`config.mk`:
```
export PLATFORM = sky130hd
export DESIGN_NAME = alu
export DESIGN_NICKNAME = d
export VERILOG_FILES = /design/src/rtl/alu.sv
export SDC_FILE = /design/constraint.sdc
export NUM_CORES = 1
export LEC_CHECK = 0
export CELL_PAD_IN_SITES_DETAIL_PLACEMENT = 1
export CELL_PAD_IN_SITES_GLOBAL_PLACEMENT = 1
export CORE_MARGIN = 2
export CORE_UTILIZATION = 40
export DETAILED_ROUTE_END_ITERATION = 16
export PLACE_DENSITY = 0.87
export SYNTH_ARGS = -nofsm -noshare
export SYNTH_HDL_FRONTEND = slang
export SYNTH_SLANG_ARGS = --single-unit
```
`constraint.sdc`:
```
create_clock -name Clk -period 0.9 [get_ports Clk]
set_clock_uncertainty 0.15 [all_clocks]
set_input_delay 0.135 -clock Clk [delete_from_list [all_inputs] [get_ports Clk]]
set_output_delay 0.135 -clock Clk [all_outputs]
set_load 0.02 [all_outputs]
```
`src/rtl/alu.sv`:
```
// RV32I execute-stage ALU: ten operations with registered Result, Zero/Sign flags and a valid strobe.
// Optional registered signed-overflow flag enabled by defining ALU_OVERFLOW_FLAG_EN.
module alu #(
  parameter int XLEN = 32
) (
  input  logic            Clk,
  input  logic            Reset_n,
  input  logic            In_Valid,
  input  logic [XLEN-1:0] Op1,
  input  logic [XLEN-1:0] Op2,
  input  logic [3:0]      Alu_Control,
  output logic            Out_Valid,
  output logic [XLEN-1:0] Result,
  output logic            Zero_f,
`ifdef ALU_OVERFLOW_FLAG_EN
  output logic            Sign_f,
  output logic            Overflow_f
`else
  output logic            Sign_f
`endif
);

  localparam logic [3:0] OP_ADD  = 4'b0000;
  localparam logic [3:0] OP_SUB  = 4'b0001;
  localparam logic [3:0] OP_SLL  = 4'b0010;
  localparam logic [3:0] OP_SLT  = 4'b0100;
  localparam logic [3:0] OP_SLTU = 4'b0110;
  localparam logic [3:0] OP_XOR  = 4'b1000;
  localparam logic [3:0] OP_SRL  = 4'b1010;
  localparam logic [3:0] OP_SRA  = 4'b1011;
  localparam logic [3:0] OP_OR   = 4'b1100;
  localparam logic [3:0] OP_AND  = 4'b1110;

  logic [XLEN-1:0] sum_s;
  logic [XLEN-1:0] diff_s;
  logic [4:0]      shamt_s;
  logic [XLEN-1:0] res_s;

  logic            valid_d, valid_q;
  logic [XLEN-1:0] result_d, result_q;
  logic            zero_d, zero_q;
  logic            sign_d, sign_q;

  // Operation datapath; undefined encodings produce zero.
  always_comb begin
    sum_s   = Op1 + Op2;
    diff_s  = Op1 - Op2;
    shamt_s = Op2[4:0];
    res_s   = {XLEN{1'b0}};
    case (Alu_Control)
      OP_ADD:  res_s = sum_s;
      OP_SUB:  res_s = diff_s;
      OP_SLL:  res_s = Op1 << shamt_s;
      OP_SLT:  res_s = {{(XLEN-1){1'b0}}, ($signed(Op1) < $signed(Op2))};
      OP_SLTU: res_s = {{(XLEN-1){1'b0}}, (Op1 < Op2)};
      OP_XOR:  res_s = Op1 ^ Op2;
      OP_SRL:  res_s = Op1 >> shamt_s;
      OP_SRA:  res_s = $unsigned($signed(Op1) >>> shamt_s);
      OP_OR:   res_s = Op1 | Op2;
      OP_AND:  res_s = Op1 & Op2;
      default: res_s = {XLEN{1'b0}};
    endcase
  end

  // Next-state for the output registers; flags come from the same value loaded into Result.
  always_comb begin
    valid_d  = In_Valid;
    result_d = result_q;
    zero_d   = zero_q;
    sign_d   = sign_q;
    if (In_Valid) begin
      result_d = res_s;
      zero_d   = (res_s == {XLEN{1'b0}});
      sign_d   = res_s[XLEN-1];
    end else begin
      result_d = result_q;
      zero_d   = zero_q;
      sign_d   = sign_q;
    end
  end

  // Output registers; Zero_f resets to 0 because flags are not yet meaningful.
  always_ff @(posedge Clk or negedge Reset_n) begin
    if (!Reset_n) begin
      valid_q  <= 1'b0;
      result_q <= {XLEN{1'b0}};
      zero_q   <= 1'b0;
      sign_q   <= 1'b0;
    end else begin
      valid_q  <= valid_d;
      result_q <= result_d;
      zero_q   <= zero_d;
      sign_q   <= sign_d;
    end
  end

  assign Out_Valid = valid_q;
  assign Result    = result_q;
  assign Zero_f    = zero_q;
  assign Sign_f    = sign_q;

`ifdef ALU_OVERFLOW_FLAG_EN
  logic ovf_s;
  logic ovf_d, ovf_q;

  // Signed overflow detection for ADD/SUB only.
  always_comb begin
    ovf_s = 1'b0;
    case (Alu_Control)
      OP_ADD:  ovf_s = (Op1[XLEN-1] == Op2[XLEN-1]) && (sum_s[XLEN-1] != Op1[XLEN-1]);
      OP_SUB:  ovf_s = (Op1[XLEN-1] != Op2[XLEN-1]) && (diff_s[XLEN-1] != Op1[XLEN-1]);
      default: ovf_s = 1'b0;
    endcase
  end

  // Overflow flag next-state, holding while idle.
  always_comb begin
    ovf_d = ovf_q;
    if (In_Valid) begin
      ovf_d = ovf_s;
    end else begin
      ovf_d = ovf_q;
    end
  end

  // Overflow flag register.
  always_ff @(posedge Clk or negedge Reset_n) begin
    if (!Reset_n) begin
      ovf_q <= 1'b0;
    end else begin
      ovf_q <= ovf_d;
    end
  end

  assign Overflow_f = ovf_q;
`endif

endmodule

```
==> metrics.md, run 1 <==
| Metric | Value |
|---|---|
| Outcome | aborted with a tool error |
| Num CTS Buffers | 5 |
| Synth Flop Type | dfrtp_1 |
| PortBufs | 105 |
| Total clock sinks | 34 |
| Die W | 165 microns |
| Yosys warning count | 0 |
| Synth cell count leaders | nor2_1 (159), a21oi_1 (128), nand2_1 (119) |
| Post-Synthesis Cell Area | 10300 sq um |
| Post-synth EDFFs | 0 |
| Synth unique cells | 84 |
| Most numerous cell in the Yosys netlist | nor2_1 |
| Synthesized flop and latch total | 34 |
| Syn Inst Count | 1422 |
| Detailed Place HPWL | 62600 microns |
| Post-Synthesis Net Count | 1593 |
| Synth area leader | ha_1 |
| Synth area leaders | ha_1 (12%), dfrtp_1 (8.3%), mux4_2 (7.2%) |
| Row count | 58 |
| Post_cts resized | 844 |
| Placed cells | 2353 |
| Failed at | clock tree synthesis |
| Initial core utilization | 40.8% |
| Mean Syn Cell Area | 7.25 sq um |
| Placer Congestion | 1.22 |
| CTS max path bufs | 2 |
| Post-CTS Hold Fix Bufs | 0 |
| Post-synth top area share | 11.9% |
| Sequential area share after synthesis | 8.26% |
| Post-synth ARST share | 100% |
| H-tree depth | 2 |
| Root buffer cell | clkbuf_16 |
| Err | [ERROR DPL-0033] detailed placement checks failed during check placement. |
| Postcts setup bufs | 127 |
| Die Span Y | 165 microns |
| Ports | 106 |
==> stage by stage <==
| stage | instance area [sq um] | setup slack [ps] | hold slack, ps |
|---|---|---|---|
| 2_1_floorplan | 10700 | -2810 | -311 |
| 3_3_place_gp | 16200 | -3730 | 331 |
| 3_5_place_dp | 16200 | -4010 | 348 |
==> cell families after synthesis <==
kind of cell,Yosys count,synth area share [%]
AOI/OAI and AO/OA,488,32.3
and+or+nand+nor,474,21.8
buffers and inverters,206,8.24
muxes,106,15.8
adders and majority gates,100,12.3
DFF,34,8.26
xor gates and xnor gates,14,1.19
==> run 2, diff against run 1 <==
Settings changed: CELL_PAD_IN_SITES_DETAIL_PLACEMENT 1 to not set, CELL_PAD_IN_SITES_GLOBAL_PLACEMENT 1 to not set, CORE_UTILIZATION 40 to 30, PLACE_DENSITY 0.87 to not set, PLACE_DENSITY_LB_ADDON set to 0.15.
Clock period 0.9 ns to 1.2 ns, I/O delays scaled along.
==> metrics.md, run 2 <==
| Metric | Value |
|---|---|
| Crit. End Element | register |
| Root buffer cell | clkbuf_16 |
| Worst path max stage delay | 600 ps |
| WP data required | 1280 ps |
| Layout cells sized above 1 | 55.6% |
| Die footprint | 35800 sq um |
| LEAKAGE | 8.91 nW |
| Num CTS Buffers | 5 |
| Max-cap check violation count | 0 |
| Yosys warning count | 0 |
| Routed len/inst | 25.8 microns |
| Hold Fails Final Rpt | 0 |
| Final wirelength | 68000 microns |
| Commonest cells after routing, fill and taps aside | buf_4 (648), nor2_1 (140), nand2_1 (111), buf_6 (98), a21oi_1 (79) |
| CTS max path bufs | 2 |
| Largest net degree at the start of global routing | 56 |
| Synth cell count leaders | nor2_1 (159), a21oi_1 (128), nand2_1 (119) |
| RSZ-0062 raised after global routing | yes |
| Worst min path class | in2async |
| Outcome | finished, violations left |
| Tcrit/Tclk final | 338% |
| Dpl cell area | 16700 sq um |
| Routed vias/inst | 5.80 |
| Vias in the first global route | 15313 |
| Rel. slew slack | 51.6% |
| Core ar. | 33700 sq um |
| Max-slew violation count | 0 |
| Crit path cell chain | buf_12 -> buf_8 -> buf_8 -> ha_4 -> fa_2 -> o21bai_1 -> a21oi_1 -> xnor2_1 -> a211o_1 -> nor4b_4 -> buf_4 -> nor2b_2 -> nand4_1 -> or4_4 -> nor4_4 -> buf_4 -> nand4_1 -> nor4b_2 -> a32o_1 |
| Initial antenna violation count | 3 |
| GRT Overall Usage | 37.0% |
| Antenna Nets Post-Route | 0 |
| Post-synth top area share | 11.9% |
| H-tree depth | 2 |
| Largest delay share family, worst path | simple AND/OR/NAND/NOR gates |
| Die W | 189 microns |
| Area growth from synthesis to layout | 94.6% |
| Syn Inst Count | 1422 |
| Residual DRC | 0 |
| Ports | 106 |
| Startpoint types | input port |
| Post-Synthesis Net Count | 1593 |
| PortBufs | 105 |
| DR iter-0 viols | 1500 |
| Post-synth EDFFs | 0 |
| Row count | 67 |
| TritonCTS clock tree | built |
| Detailed Place HPWL | 54300 microns |
| Initial core utilization | 30.6% |
| Slew @ Worst Pin | 720 ps |
| Mean Syn Cell Area | 7.25 sq um |
| Synth unique cells | 84 |
| GRT overflow | 0 |
| Place WS | -3660 ps |
| Area of all placed cells without fillers | 20000 sq um |
| Placer Congestion | 1.05 |
| Synth Flop Type | dfrtp_1 |
| Final min period | 4050 ps |
| Most numerous cell in the Yosys netlist | nor2_1 |
| PwrDens | 642 nW/um^2 |
| # setup viols final | 35 |
| TritonRoute pass-1 iters | 8 |
| Post-route setup slack | -2850 ps |
| Clock transition at the registers of the reported paths | 60 ps |
| Worst Path Buf+Inv | 5 |
| Failing checks | negative setup slack |
| Fin nets | 2358 |
| Crit path DAT | 4130 ps |
| Synthesized flop and latch total | 34 |
| Leading cell type in the layout, fill and taps excluded | buf_4 |
| Vias | 15302 |
| Die Span Y | 189 microns |
| Post-synth ARST share | 100% |
| Power after layout | 12.9 mW |
| Skew-Pair Late Insertion Delay | 290 ps |
| Crit path kind | in2reg |
| Sequential area share after synthesis | 8.26% |
| Max FFs per register | 32 |
| Synth area leader | ha_1 |
| First-pass GRT wire length | 99100 microns |
| Critical-path top delay cell | or4_4 |
| CP max FO | 4 |
| Post-Synthesis Cell Area | 10300 sq um |
| Fmax | 247 MHz |
| Total clock sinks | 34 |
| Worst IR drop on VDD | 0.732 mV |
| Synth area leaders | ha_1 (12%), dfrtp_1 (8.3%), mux4_2 (7.2%) |
## run 2: cell counts after synthesis
No cell type changed its count.
## run 2: layout make-up
cell class                      count  area [sq um]
Timing Repair Buffer              868          7240
Multi-Input combinational cell   1182         10800
Fill cell                        3147         13700
Sequential cell                    34           852
Tap cell                          448           561
Inverter                           96           403
Antenna cell                        2          5.00
Clock inverter                      2          12.5
Clock buffer                        6           139
## run 2: final timing paths
check	start	to	slack (ps)	depth (start not counted)
max	Op2[0]	Zero_f	-2850	19
min	Reset_n	Result[0]	230	3
max reg2reg	Result[9]	Result[9]	180	2
min reg2reg	Result[25]	Result[25]	340	1
max in group asynchronous	Reset_n	Result[9]	460	3
min in group Clk	In_Valid	Result[19]	240	5
## run 2: where the power goes
part           total (mW)  switching, mW  internal [mW]
clock network        1.39          0.565          0.823
registers            1.41         0.0948           1.31
logic                10.1           5.19           4.89
## run 2: worst register-to-register path, delay by kind of cell, from the launching register on
family | cells | cell delay, ps
flops | 1 | 370
buf+inv | 1 | 130
mux | 1 | 260
## run 2: metrics by stage
stage	util, %	hold slack, ps	TNS, ps	std cells
CTS	57.0	237	-59310	2616
floorplan	-	-266	-50350	1422
global route	59.5	252	-61990	2636
detailed placement	49.4	2.29	-88510	2513
global placement	49.4	-2.58	-88980	2513
finish	59.5	235	-59440	2638
## run 2: per-layer routing
layer  track usage (%)  vias up  part of all wire, %
met5                 0        -                0.019
met4              14.2        2                  4.5
met3              5.17      158                  7.0
met2              59.9      683                   45
met1              49.9     7536                   43
li1                  -     6923                    -
## run 2: cell families after synthesis
logic type | count (synthesis) | synth area share [%]
AO/OA/AOI/OAI | 488 | 32.3
XOR/XNOR | 14 | 1.19
adder cells (fa/ha/maj) | 100 | 12.3
buffers and inverters | 206 | 8.24
flip-flops | 34 | 8.26
multiplexers | 106 | 15.8
AND/OR/NAND/NOR | 474 | 21.8
## run 2: repair_timing
item | in CTS | in global routing
endpoints found under the hold margin | 34 | 0
hold buffers | 1 | 0
buffers inserted | 101 | 57
setup endpoints to repair | 67 | 38
gates resized for setup | 642 | 183
cloned | 2 | 0
pin swaps | 119 | 126
(Power assumes the default switching activity.)
==> run 3, diff against run 2 <==
Settings changed: RECOVER_POWER set to 25.
==> metrics.md, run 3 (synthesis results as in run 2) <==
| Metric | Value |
|---|---|
| Num CTS Buffers | 5 |
| Antenna Nets Post-Route | 0 |
| Final min period | 4050 ps |
| Residual DRC | 0 |
| Startpoint types | input port |
| Sw Share | 45.4% |
| Slew @ Worst Pin | 720 ps |
| Clock transition at the registers of the reported paths | 60 ps |
| Int Pwr | 7.02 mW |
| Reg power frac | 10.9% |
| Vias in the first global route | 15313 |
| Crit path kind | in2reg |
| CP max FO | 4 |
| Skew-Pair Late Insertion Delay | 290 ps |
| TritonRoute pass-1 iters | 8 |
| Initial core utilization | 30.6% |
| Routed vias/inst | 5.80 |
| WP data required | 1280 ps |
| Post-route setup slack | -2850 ps |
| Placer Congestion | 1.05 |
| PortBufs | 105 |
| Layout fillers | 3148 |
| Clock power frac | 10.8% |
| Fin nets | 2358 |
| Multi-input gate area | 10800 sq um |
| Rel. slew slack | 51.6% |
| # setup viols final | 35 |
| Max-slew violation count | 0 |
| Dpl cell area | 16700 sq um |
| Power after layout | 12.9 mW |
| Vias | 15309 |
| GRT Overall Usage | 37.0% |
| Worst r2r dst | Result[9] |
| Initial antenna violation count | 3 |
| H-tree depth | 2 |
| Largest net degree at the start of global routing | 56 |
| CTS max path bufs | 2 |
| Final wirelength | 68000 microns |
| Core ar. | 33700 sq um |
| Tcrit/Tclk final | 337% |
| Place WS | -3660 ps |
| Hold Fails Final Rpt | 0 |
| Total clock sinks | 34 |
| Max FFs per register | 32 |
| Die footprint | 35800 sq um |
| Worst Setup EP | Zero_f |
| Fmax | 247 MHz |
| DR iter-0 viols | 1500 |
| Root buffer cell | clkbuf_16 |
| Detailed Place HPWL | 54300 microns |
| Outcome | finished, violations left |
| First-pass GRT wire length | 99100 microns |
| Crit path DAT | 4130 ps |
| PwrDens | 642 nW/um^2 |
| GRT overflow | 0 |
| Commonest cells after routing, fill and taps aside | buf_4 (648), nor2_1 (140), nand2_1 (111), buf_6 (98), a21oi_1 (79) |
| Crit. End Element | register |
| Worst Setup SP | Op2[0] |
| Combinational Power Share | 78.3% |
| TritonCTS clock tree | built |
| Worst R2R Path Depth | 2 |
| Sw Pwr | 5.85 mW |
| Max-cap check violation count | 0 |
| Sequential Area | 852 sq um |
| Ports | 106 |
| Die W | 189 microns |
| Worst r2r src | Result[9] |
| Worst min path class | in2reg |
| Row count | 67 |
| Worst IR drop on VDD | 0.732 mV |
| Routed len/inst | 25.8 microns |
| Failing checks | negative setup slack |
| LEAKAGE | 8.91 nW |
| Leading cell type in the layout, fill and taps excluded | buf_4 |
| Die Span Y | 189 microns |
| Area growth from synthesis to layout | 94.4% |
| R2R setup slack | 180 ps |
| Layout cells sized above 1 | 55.6% |
| Area of all placed cells without fillers | 20000 sq um |
| RSZ-0062 raised after global routing | yes |
| Post-layout util | 59.5% |
[run 3: worst min-delay path by stage]
stage	start	to	slack, ps	depth (start not counted)
6_report	In_Valid	Result[19]	240	5
2_1_floorplan	Reset_n	Out_Valid	-270	0
3_5_place_dp	Reset_n	Result[28]	2	2
3_3_place_gp	Reset_n	Result[0]	-3	2
4_1_cts	Reset_n	Result[0]	240	3
5_1_grt	In_Valid	Result[19]	250	5
[run 3: area by class of cell]
class	count	share of cell area, %
diodes	2	0.0250
clock buffers	6	0.693
clock inverters	2	0.0624
inverters	96	2.01
multi-input cells	1182	54.1
flip-flops and latches	34	4.25
well taps	448	2.80
repair buffers	868	36.0
[run 3: what timing repair did]
item,CTS,global route
cloned,2,0
endpoints found under the hold margin,34,0
setup buffers,101,57
hold buffers,1,0
pin swaps,119,126
gates resized for setup,642,183
endpoints found under the setup margin,67,38
[run 3: critical path: stages]
cell	delay (ps)
buf_12	110
buf_8	120
buf_8	130
ha_4	160
fa_2	340
o21bai_1	180
a21oi_1	110
xnor2_1	170
a211o_1	320
nor4b_4	400
buf_4	180
nor2b_2	110
nand4_1	140
or4_4	600
nor4_4	160
buf_4	160
nand4_1	120
nor4b_2	240
a32o_1	190
[run 3: power by group through the flow]
| stage | Sequential (mW) | Clock, mW | Combinational [mW] |
|---|---|---|---|
| floorplan | 1.62 | 0 | 3.33 |
| global placement | 1.42 | 0 | 8.03 |
| detailed placement | 1.42 | 0 | 8.01 |
| CTS | 1.41 | 1.39 | 9.36 |
| global route | 1.42 | 1.47 | 10.6 |
| finish | 1.41 | 1.39 | 10.1 |
[run 3: metrics by stage]
step	setup TNS, ps	hold WS [ps]	std cells
after CTS	-59310	237	2616
after global routing	-61990	252	2636
after floorplan	-50350	-266	1422
final	-59430	239	2638
after detailed placement	-88510	2.29	2513
after global placement	-88980	-2.58	2513
[run 3: per-layer routing]
metal  global-route usage [%]  vias to the layer above  wire (microns)
met5                        0                        -              13
met4                     14.2                        2            3030
met3                     5.17                      158            4790
met2                     59.9                      683           30800
met1                     49.9                     7543           29300
li1                         -                     6923               -
==> run 4, diff against run 3 <==
Settings changed: ABC_AREA set to 1, CAP_MARGIN set to 20, GPL_TIMING_DRIVEN set to 0.
==> metrics.md, run 4 <==
| Metric | Value |
|---|---|
| CTS max path bufs | 2 |
| Failing checks | negative hold slack, negative setup slack |
| Skew-Pair Late Insertion Delay | 280 ps |
| Tcrit/Tclk final | 220% |
| CP max FO | 4 |
| Antenna Nets Post-Route | 0 |
| Detailed Place HPWL | 56400 microns |
| Root buffer cell | clkbuf_16 |
| Post-layout util | 45.5% |
| Outcome | finished, violations left |
| Vias | 16397 |
| Sequential area share after synthesis | 7.51% |
| Die Span Y | 198 microns |
| Synth Flop Type | dfrtp_1 |
| Reg power frac | 12.3% |
| Worst R2R Path Depth | 4 |
| Power after layout | 11.2 mW |
| Commonest cells after routing, fill and taps aside | nand2_1 (649), nand3_1 (331), inv_1 (267), nand2_2 (123), buf_4 (110) |
| Core ar. | 37400 sq um |
| Startpoint types | input port |
| Residual DRC | 0 |
| Met1 Usage GRT | 44.4% |
| Clock power frac | 15.2% |
| Mean Syn Cell Area | 5.00 sq um |
| PwrDens | 656 nW/um^2 |
| GRT overflow | 0 |
| H-tree depth | 2 |
| Max-slew violation count | 0 |
| Crit. End Element | register |
| Hold Fails Final Rpt | 34 |
| Largest net degree at the start of global routing | 35 |
| Most numerous cell in the Yosys netlist | nand2_1 |
| Die W | 198 microns |
| Rel. slew slack | 40.6% |
| Yosys warning count | 0 |
| Placer Congestion | 0.976 |
| Post-synth top area share | 26.7% |
| Post-Synthesis Cell Area | 11300 sq um |
| Routed len/inst | 23.3 microns |
| Ant diodes | 0 |
| Final wirelength | 70300 microns |
| Post-Synthesis Net Count | 2438 |
| Max FFs per register | 32 |
| TritonRoute pass-1 iters | 6 |
| Layout fillers | 4126 |
| Synthesized flop and latch total | 34 |
| Vias in the first global route | 16021 |
| Crit path kind | in2reg |
| Worst min path class | in2async |
| Total clock sinks | 34 |
| Synth area leaders | nand2_1 (27%), nand3_1 (18%), ha_1 (11%) |
| Fin nets | 2674 |
| Place WS | -2890 ps |
| Post-route setup slack | -1440 ps |
| Layout cells sized above 1 | 33.4% |
| Final min period | 2640 ps |
| # setup viols final | 35 |
| Global routing's busiest layer | met2 |
| Routed vias/inst | 5.44 |
| Crit path DAT | 2710 ps |
| Initial antenna violation count | 1 |
| Met3 Use GR | 3.41% |
| Min Hold Slack | -141 ps |
| Max-cap check violation count | 0 |
| Sw Share | 52.3% |
| Clock transition at the registers of the reported paths | 60 ps |
| Num CTS Buffers | 5 |
| Die footprint | 39300 sq um |
| PortBufs | 105 |
| Met2 usage | 61.2% |
| Synth area leader | nand2_1 |
| Leading cell type in the layout, fill and taps excluded | nand2_1 |
| Fmax | 379 MHz |
| Post-synth EDFFs | 0 |
| Combinational Power Share | 72.5% |
| First-pass GRT wire length | 102000 microns |
| Setup TNS | -34550 ps |
| Worst IR drop on VDD | 0.629 mV |
| Row count | 71 |
| TritonCTS clock tree | built |
| Ports | 106 |
| DR iter-0 viols | 1461 |
| Initial core utilization | 30.3% |
| Int Pwr | 5.33 mW |
| Sw Pwr | 5.84 mW |
| RSZ-0062 raised after global routing | yes |
| Synth unique cells | 42 |
| LEAKAGE | 8.90 nW |
| Syn Inst Count | 2267 |
| Slew @ Worst Pin | 890 ps |
| Synth cell count leaders | nand2_1 (806), nand3_1 (403), inv_1 (317) |
| WP data required | 1270 ps |
| Area growth from synthesis to layout | 50.4% |
| GRT Overall Usage | 35.2% |
| Post-synth ARST share | 100% |
-- run 4: per-layer routing --
layer	up-vias	wire length, microns	share of wire [%]
li1	7712	-	-
met1	7821	29100	41
met2	687	33400	47
met3	175	4220	6.0
met4	2	3560	5.1
met5	-	10	0.014
-- run 4: through the flow --
step | std cells | instance area [sq um]
floorplan | 2267 | 11600
global placement | 2883 | 13300
detailed placement | 2883 | 13300
CTS | 2986 | 16000
global route | 3015 | 17000
finish | 3015 | 17000
-- run 4: final cells by class --
type / count / area (sq um) / area share (%)
Buffer: 91 / 881 / 5.17
Clock buffer: 5 / 125 / 0.735
Clock inverter: 3 / 68.8 / 0.404
Inverter: 327 / 1310 / 7.68
Multi-Input combinational cell: 1809 / 11300 / 66.4
Sequential cell: 34 / 851 / 5.00
Tap cell: 511 / 639 / 3.75
Timing Repair Buffer: 235 / 1850 / 10.9
-- run 4: cells by family after synthesis --
logic type | after synthesis | synth area share [%]
adders and majority gates | 100 | 11.2
and+or+nand+nor | 1480 | 54.8
buffers and inverters | 424 | 15.2
AOI/OAI and AO/OA | 227 | 11.1
xor gates and xnor gates | 2 | 0.155
DFF | 34 | 7.51
-- run 4: worst paths after layout --
path                                 from          to  slack (ps)
min reg2reg                        Zero_f      Zero_f         320
min in group Clk           Alu_Control[3]   Result[0]         250
max                                Op2[2]      Zero_f       -1440
max in group asynchronous         Reset_n   Result[8]         480
min                               Reset_n  Result[18]        -140
max reg2reg                    Result[31]  Result[31]         140
-- run 4: power by group through the flow --
stage,clock (mW),sequential [mW],combinational [mW]
2_1_floorplan,0,1.56,3.36
3_3_place_gp,0,1.40,5.93
3_5_place_dp,0,1.40,5.93
4_1_cts,1.73,1.38,7.25
5_1_grt,1.78,1.39,8.63
6_report,1.70,1.38,8.09
-- run 4: worst max-delay path, cell delays in order --
cell	delay, ps
buf_12	90
inv_12	40
buf_12	110
buf_12	130
ha_4	330
clkinvlp_4	150
nand2_2	90
nand2_2	50
nand2_2	70
nand3_4	160
nand2_2	130
nand2_4	70
nand2_1	70
nand3_2	110
nor2_1	150
nor2_2	70
nor2_4	140
nand2_1	60
nor2_1	100
nand2_1	70
nor2_2	140
nand3_1	90
nand2_1	80
-- run 4: timing repair --
item / 4_1_cts / 5_1_grt
gates cloned: 3 / 2
resized for setup: 953 / 301
setup endpoints to repair: 68 / 37
pin swaps: 164 / 125
endpoints found under the hold margin: 34 / 34
buffers inserted: 101 / 29
